**src/rtl/sync_fifo_fwft_pkg.sv**
```systemverilog
// Shared constants for the first-word-fall-through FIFO family.
// Holds the pointer-width helper and the default geometries used by the
// fetch buffer and UART queue instantiations.
package sync_fifo_fwft_pkg;

  // Default geometry of the instruction fetch buffer.
  localparam int FETCH_Q_ADDR_WIDTH = 3;
  localparam int FETCH_Q_DEPTH      = 1 << FETCH_Q_ADDR_WIDTH;

  // Default geometry of the debug/UART queues.
  localparam int UART_Q_ADDR_WIDTH  = 4;
  localparam int UART_Q_DEPTH       = 1 << UART_Q_ADDR_WIDTH;

  // Legal address width range for the FIFO core.
  localparam int FIFO_ADDR_WIDTH_MIN = 1;
  localparam int FIFO_ADDR_WIDTH_MAX = 12;

  // Read/write pointers carry one extra wrap bit above the RAM address.
  function automatic int ptr_width(input int addr_width);
    return addr_width + 1;
  endfunction

endpackage

```
**src/rtl/sync_fifo_fwft_ram.sv**
```systemverilog
// DualPortRam storage for sync_fifo_fwft.
// One synchronous write port and one registered read port. A read of the
// address being written in the same cycle returns the old contents; the
// FIFO core hides that with its bypass path. Contents are never reset.
module sync_fifo_fwft_ram
  import sync_fifo_fwft_pkg::*;
#(
  parameter int DATA_WIDTH = 32,
  parameter int ADDR_WIDTH = 4
)
(
  input  logic                  clk,
  input  logic                  we,
  input  logic [ADDR_WIDTH-1:0] wAddr,
  input  logic [DATA_WIDTH-1:0] dataIn,
  input  logic [ADDR_WIDTH-1:0] rAddr,
  output logic [DATA_WIDTH-1:0] q
);

  localparam int DEPTH = 1 << ADDR_WIDTH;

  logic [DATA_WIDTH-1:0] mem [0:DEPTH-1];

  // Write port: store the incoming word when enabled.
  always_ff @(posedge clk) begin
    if (we) begin
      mem[wAddr] <= dataIn;
    end
  end

  // Read port: registered read, old data on a same-address collision.
  always_ff @(posedge clk) begin
    q <= mem[rAddr];
  end

endmodule

```
**src/rtl/sync_fifo_fwft.sv**
```systemverilog
// sync_fifo_fwft: first-word-fall-through synchronous FIFO.
// valid/ready on both sides, storage in one DualPortRam. The head word is
// presented combinationally from the RAM's registered output, or from a
// one-entry bypass register when the head slot was written in the same
// cycle it was addressed for reading.
// Optional feature macro: FIFO_WATERMARK_EN adds peakCount and overflowSeen.
module sync_fifo_fwft
  import sync_fifo_fwft_pkg::*;
#(
  parameter int DATA_WIDTH = 32,
  parameter int ADDR_WIDTH = 4
)
(
  input  logic                  clk,
  input  logic                  rst_n,
  input  logic                  inValid,
  output logic                  inReady,
  input  logic [DATA_WIDTH-1:0] inData,
  output logic                  outValid,
  input  logic                  outReady,
  output logic [DATA_WIDTH-1:0] outData,
  output logic [ADDR_WIDTH:0]   count
`ifdef FIFO_WATERMARK_EN
  ,
  output logic [ADDR_WIDTH:0]   peakCount,
  output logic                  overflowSeen
`endif
);

  localparam int PTR_W = ptr_width(ADDR_WIDTH);

  logic [PTR_W-1:0]      wPtr;
  logic [PTR_W-1:0]      rPtr;
  logic [PTR_W-1:0]      rPtrNext;
  logic                  empty;
  logic                  full;
  logic                  push;
  logic                  pop;

  logic                  we;
  logic [ADDR_WIDTH-1:0] wAddr;
  logic [ADDR_WIDTH-1:0] rAddr;
  logic [DATA_WIDTH-1:0] dataIn;
  logic [DATA_WIDTH-1:0] q;

  logic                  bypassSel;
  logic [DATA_WIDTH-1:0] bypassData;

  // Occupancy flags from the wrap-bit pointer pair.
  assign empty = (wPtr == rPtr);
  assign full  = (wPtr[PTR_W-1] != rPtr[PTR_W-1]) &&
                 (wPtr[PTR_W-2:0] == rPtr[PTR_W-2:0]);
  assign count = wPtr - rPtr;

  // inReady depends only on state, so no path from outReady reaches it.
  assign inReady  = !full;
  assign outValid = !empty;

  assign push = inValid & inReady & rst_n;
  assign pop  = outValid & outReady & rst_n;

  // Write side of the RAM.
  assign we     = push;
  assign wAddr  = wPtr[ADDR_WIDTH-1:0];
  assign dataIn = inData;

  // Read address looks one entry ahead on a pop so q already holds the
  // new head in the following cycle.
  assign rPtrNext = rPtr + PTR_W'(pop);
  assign rAddr    = rPtrNext[ADDR_WIDTH-1:0];

  // Head word: bypass covers the write-into-the-slot-being-read case that
  // the RAM would answer with stale data.
  assign outData = bypassSel ? bypassData : q;

  sync_fifo_fwft_ram #(
    .DATA_WIDTH (DATA_WIDTH),
    .ADDR_WIDTH (ADDR_WIDTH)
  ) u_dual_port_ram (
    .clk    (clk),
    .we     (we),
    .wAddr  (wAddr),
    .dataIn (dataIn),
    .rAddr  (rAddr),
    .q      (q)
  );

  // Pointer and bypass-select state; reset discards all entries.
  always_ff @(posedge clk) begin
    if (!rst_n) begin
      wPtr      <= '0;
      rPtr      <= '0;
      bypassSel <= 1'b0;
    end else begin
      if (push) begin
        wPtr <= wPtr + PTR_W'(1);
      end
      rPtr      <= rPtrNext;
      bypassSel <= push & (wAddr == rAddr);
    end
  end

  // Bypass data capture; only meaningful when bypassSel is set.
  always_ff @(posedge clk) begin
    bypassData <= inData;
  end

`ifdef FIFO_WATERMARK_EN
  // High-water mark of the occupancy and sticky overflow-attempt flag.
  always_ff @(posedge clk) begin
    if (!rst_n) begin
      peakCount    <= '0;
      overflowSeen <= 1'b0;
    end else begin
      if (count > peakCount) begin
        peakCount <= count;
      end
      if (inValid && full) begin
        overflowSeen <= 1'b1;
      end
    end
  end
`endif

endmodule

```
**config.mk**
```make
export PLATFORM = sky130hd
export DESIGN_NAME = sync_fifo_fwft
export DESIGN_NICKNAME = d
export VERILOG_FILES = /design/src/rtl/sync_fifo_fwft_pkg.sv /design/src/rtl/sync_fifo_fwft_ram.sv /design/src/rtl/sync_fifo_fwft.sv
export SDC_FILE = /design/constraint.sdc
export NUM_CORES = 1
export LEC_CHECK = 0
export ABC_AREA = 1
export CORE_MARGIN = 8
export CORE_UTILIZATION = 60
export CTS_CLUSTER_DIAMETER = 200
export DETAILED_ROUTE_END_ITERATION = 16
export GPL_ROUTABILITY_DRIVEN = 0
export PLACE_DENSITY = 0.78
export SLEW_MARGIN = 20
export SYNTH_ARGS = -nofsm -noshare
export SYNTH_HDL_FRONTEND = slang
export SYNTH_SLANG_ARGS = --single-unit
```
**constraint.sdc**
```tcl
create_clock -name clk -period 7.65 [get_ports clk]
set_clock_uncertainty 0.2 [all_clocks]
set_input_delay 1.53 -clock clk [delete_from_list [all_inputs] [get_ports clk]]
set_output_delay 1.53 -clock clk [all_outputs]
set_load 0.02 [all_outputs]
```
* Word level (Yosys, flattened, before mapping)
Memory sizes are Yosys's and may differ from the RTL's. A register that Yosys moved wholly into a read port is not among the register bits. Index checks and enable logic that the tools add are counted.
Operators by class: bitwise operators 5, equal/unequal tests 4, shift operators 0, $mul 0, $add $sub $neg 3, div/mod/pow operators 0, multiplexer cells 3, reduce and logical (&&, ||, !) cells 3, $lt $le $gt $ge 0
Operators with widths (count):
- $mux W32 | 1
- $eq A4 B4 Y1 | 2
- $add A5 B1 Y5 | 1
- $add A5 B1 Y5 const B | 1
- $and A1 B1 Y1 | 5
- $eq A5 B5 Y1 | 1
- $sub A5 B5 Y5 | 1
- $logic_not A1 Y1 | 2
- $mux W1 | 2
- $logic_and A1 B1 Y1 | 1
- $ne A1 B1 Y1 | 1
Word-level totals: output and inout port bits 39, memory bits (writable) 512, latch bits 0, input bits 36, memories 1, word-level logic and storage cells 23, register bits after elaboration 43, bits in read-only memories 0
Memory list:
- u_dual_port_ram.mem | depth 16, bits a word 32, read ports 1, clocked after memory_dff 1, wr ports 1, line sync_fifo_fwft_ram.sv:22 | logic [DATA_WIDTH-1:0] mem [0:DEPTH-1];

* Longest topological paths before layout
depth after elaboration 7, depth in mapped cells 16

* Modules after synthesis
A second synthesis with hierarchy kept.
Second synthesis, totals: cell total of the unflattened synthesis 2296, area, all modules 24526.0 µm²
By module, submodules not included:
- sync_fifo_fwft_ram | times used 1, area an instance 22730.6 µm², seq. area each 16015.4 µm², cells each 2120
- sync_fifo_fwft | times used 1, area an instance 1795.5 µm², seq. area each 860.8 µm², cells each 176

* Least setup slack after synthesis
Ideal clock, no wire load.
kind input port to flip-flop, from input inValid, to memory u_dual_port_ram.mem[3][0] (enable), path slack 2.977 ns, arrival time 4.012 ns, cell stages on the path 4, setup time 0.461 ns, path through nand2_1 > inv_1 > nand2_2 > nor3_1
Between the ends: longest elaborated chain between the ends 4
Ends and longest elaborated chain:
- start, declared | line sync_fifo_fwft.sv:16 | input logic inValid,
- $and A1 B1 Y1 (2 in a row) | line sync_fifo_fwft.sv:59 | assign push = inValid & inReady & rst_n;
- $mux W1 | line sync_fifo_fwft_ram.sv:26 | if (we) begin
- $mux W1 (not written as such) | line sync_fifo_fwft_ram.sv:27 | mem[wAddr] <= dataIn;
- end, declared | line sync_fifo_fwft_ram.sv:22
Every way passes these cells.

* Final worst setup path
from register wPtr[0], to output count[4]
Between the ends: longest elaborated chain between the ends 1
Ends and longest elaborated chain:
- start, declared | line sync_fifo_fwft.sv:32 | logic [PTR_W-1:0] wPtr;
- start signal, assigned | line sync_fifo_fwft.sv:96 | wPtr <= wPtr + PTR_W'(1);
- $sub A5 B5 Y5 | line sync_fifo_fwft.sv:53 | assign count = wPtr - rPtr;
- end, declared | line sync_fifo_fwft.sv:22 | output logic [ADDR_WIDTH:0] count
Every way passes these cells.

==> results.ini <==
[yosys]
seq_area_frac_synth=0.689
synth_edf_count=512
netlist_area_um2=24500
yosysTopAreaCellShare=0.627
yosysTopAreaCell=edfxtp_1
ys.flop_type=edfxtp_1
ys_top_cells_by_count=710 x nand2_1, 512 x edfxtp_1, 401 x inv_1
synth.distinct_cells=25
ys_warn_count=0
synth.avg_cell_area_um2=10.7
post-synth-top-count-cell=nand2_1
syn_inst=2298
synth.area.top_cells=edfxtp_1 63%, nand2_1 11%, nand3_1 7.8%
synth_seq_cells=587
synth_nets=2345
postSynth.asyncResetShare=0

[routing]
ant_nets=0
drt_first_pass_iters=6
vias=15928
route.detailed.wl_per_inst_um=18.9
drtIter0Drc=1681
drt-total-wl_um=55100
drc_errors=0
via_per_inst=5.45

[floorplanning]
initial_core_util=0.604
num_rows=74
fp.coreArea_um2=40600
die_y_um=218
ioPinCount=75
die_area_um2=47600
dieWidth_um=218

[critical_path]
cp-start-kind=flip-flop
crit_type=flip-flop to primary output
critical_path_arrival_ns=2.81
required_ns=5.92
endpoint_kind=primary output
cp_max_fo=6

[final_layout]
synthToLayoutAreaGrowth_pct=11.8
nNetsFinal=2389
final_core_util=0.676
num_antenna_cells=0
drive_gt1_frac=0.0733

[flow_run]
drv_cap=0

[cts]
cts_buffers=57
h-tree-depth=2
clockRootBuffer=clkbuf_16
clock_latency_ns=0.59
cts_setup_buffers=0
cts-resized-gates=0
cts.hold.buffers_added=0
cts_tree=built
clock_path_buffers=3
clkTransAtPathRegs_ns=0.06
cts.sinks=587

[timing]
worst_pin_slew_ns=1.09
drv_slew=0
final.setup.tns_ns=0
hold_viol_final=0
fin_crit_sh=0.594
maxSlewHeadroom=0.275
min_period_ns=4.54
setup_viol=0
clock.fmax_mhz=220
rsz0062_at_grt=false

[global_routing]
track_usage=0.230
grt_max_degree=191
grt_pass1_vias=15691
antenna_found_initial=0
grt_pass1_wl_um=85300
overflow=0

[power_and_ir_drop]
vdd_drop_max_v=0.000222
power_density_nw_per_um2=263
pwr-share-clk=0.379
sequentialPowerShare=0.498
power_leakage_nw=11.5
p_comb_frac=0.123
power.switching_mw=1.75
switching_share=0.242
p_int_mw=5.46

[outcome]
outcome=completed

[min_path]
min-delay-path-class=flip-flop to flip-flop

[placement]
dp_hpwl_um=27300
numPortBuffers=74

cells in the final DEF (no fill, tap or decap), drive strengths merged:
cell type	Yosys	final
mux2	32	32
nor3	4	4
dfxtp	75	75
clkinv	0	27
nor2	19	19
o21ai	5	5
edfxtp	512	512
xor2	2	2
fa	1	1
bufinv	0	6
inv	407	407
buf	103	22
nand2	716	716
ha	10	10
clkdlybuf4s50	0	74
nand3	392	392
a21oi	6	6
clkbuf	8	71
xnor2	2	2
clkinvlp	0	1
nand4	4	4
power groups by stage:
stage / combinational (mW) / clock [mW] / sequential (mW)
after floorplan: 0.624 / 0 / 3.64
after global placement: 0.856 / 0 / 3.66
after detailed placement: 0.878 / 0 / 3.66
after CTS: 0.887 / 2.76 / 3.59
after global routing: 0.978 / 2.89 / 3.60
final: 0.887 / 2.73 / 3.59
worst paths after layout:
path,end,slack (ns),start,cells after the start
setup / recovery,count[4],3.11,wPtr[0]$_SDFFE_PN0P_,6
hold / removal,rPtr[4]$_SDFF_PN0_,0.29,rPtr[4]$_SDFF_PN0_,2
setup reg to reg,u_dual_port_ram.q[30]$_DFF_P_,3.46,wPtr[0]$_SDFFE_PN0P_,14
hold reg to reg,rPtr[4]$_SDFF_PN0_,0.29,rPtr[4]$_SDFF_PN0_,2
critical path, cell delays in order, from the launching register on:
cell             delay, ns
dfxtp_1               0.43
inv_1                 0.16
ha_1                  0.24
fa_1                  0.40
o21ai_0               0.23
xnor2_1               0.14
clkdlybuf4s50_1       0.62
routing by layer:
| metal | up-vias | track usage | part of all wire |
|---|---|---|---|
| met5 | - | 0 | 0 |
| met3 | 147 | 0.0328 | 0.080 |
| met2 | 775 | 0.388 | 0.49 |
| met1 | 7498 | 0.297 | 0.39 |
| li1 | 7508 | - | - |
| met4 | 0 | 0.100 | 0.035 |
state kept, by name, summed over array words and instances, names as in the netlist:
register,count
bypassData,32
bypassSel,1
u_dual_port_ram.q,32
wPtr,5
u_dual_port_ram.mem,512
rPtr,5
cell families (layout without fill, tap and decap cells):
kind of cell | Yosys count | in the layout | synth area share
fa+ha+maj | 11 | 11 | 0.00592
xor+xnor | 4 | 4 | 0.00143
buf+inv | 518 | 608 | 0.0898
compound gates | 11 | 11 | 0.00225
flops | 587 | 587 | 0.689
simple gates | 1135 | 1135 | 0.197
mux | 32 | 32 | 0.0147
area by class of cell:
cell class / count / area (um2)
Timing Repair Buffer: 96 / 931
Inverter: 407 / 1550
Tap cell: 532 / 666
Multi-Input combinational cell: 1193 / 5570
Clock buffer: 71 / 1510
Sequential cell: 587 / 16900
Fill cell: 2834 / 13100
Clock inverter: 34 / 308
stage by stage:
step	worst slack (ns)	hold slack, ns	std cells	total power, mW	instance area [um2]
6_report	3.11	0.293	2920	7.21	27400
5_1_grt	2.95	0.325	2920	7.46	27400
4_1_cts	3.07	0.296	2920	7.24	27400
3_5_place_dp	2.48	0.285	2815	4.54	25600
3_3_place_gp	2.58	0.271	2815	4.51	25600
2_1_floorplan	2.98	0.258	2298	4.26	24500
Power figures use the tool's default switching activity.
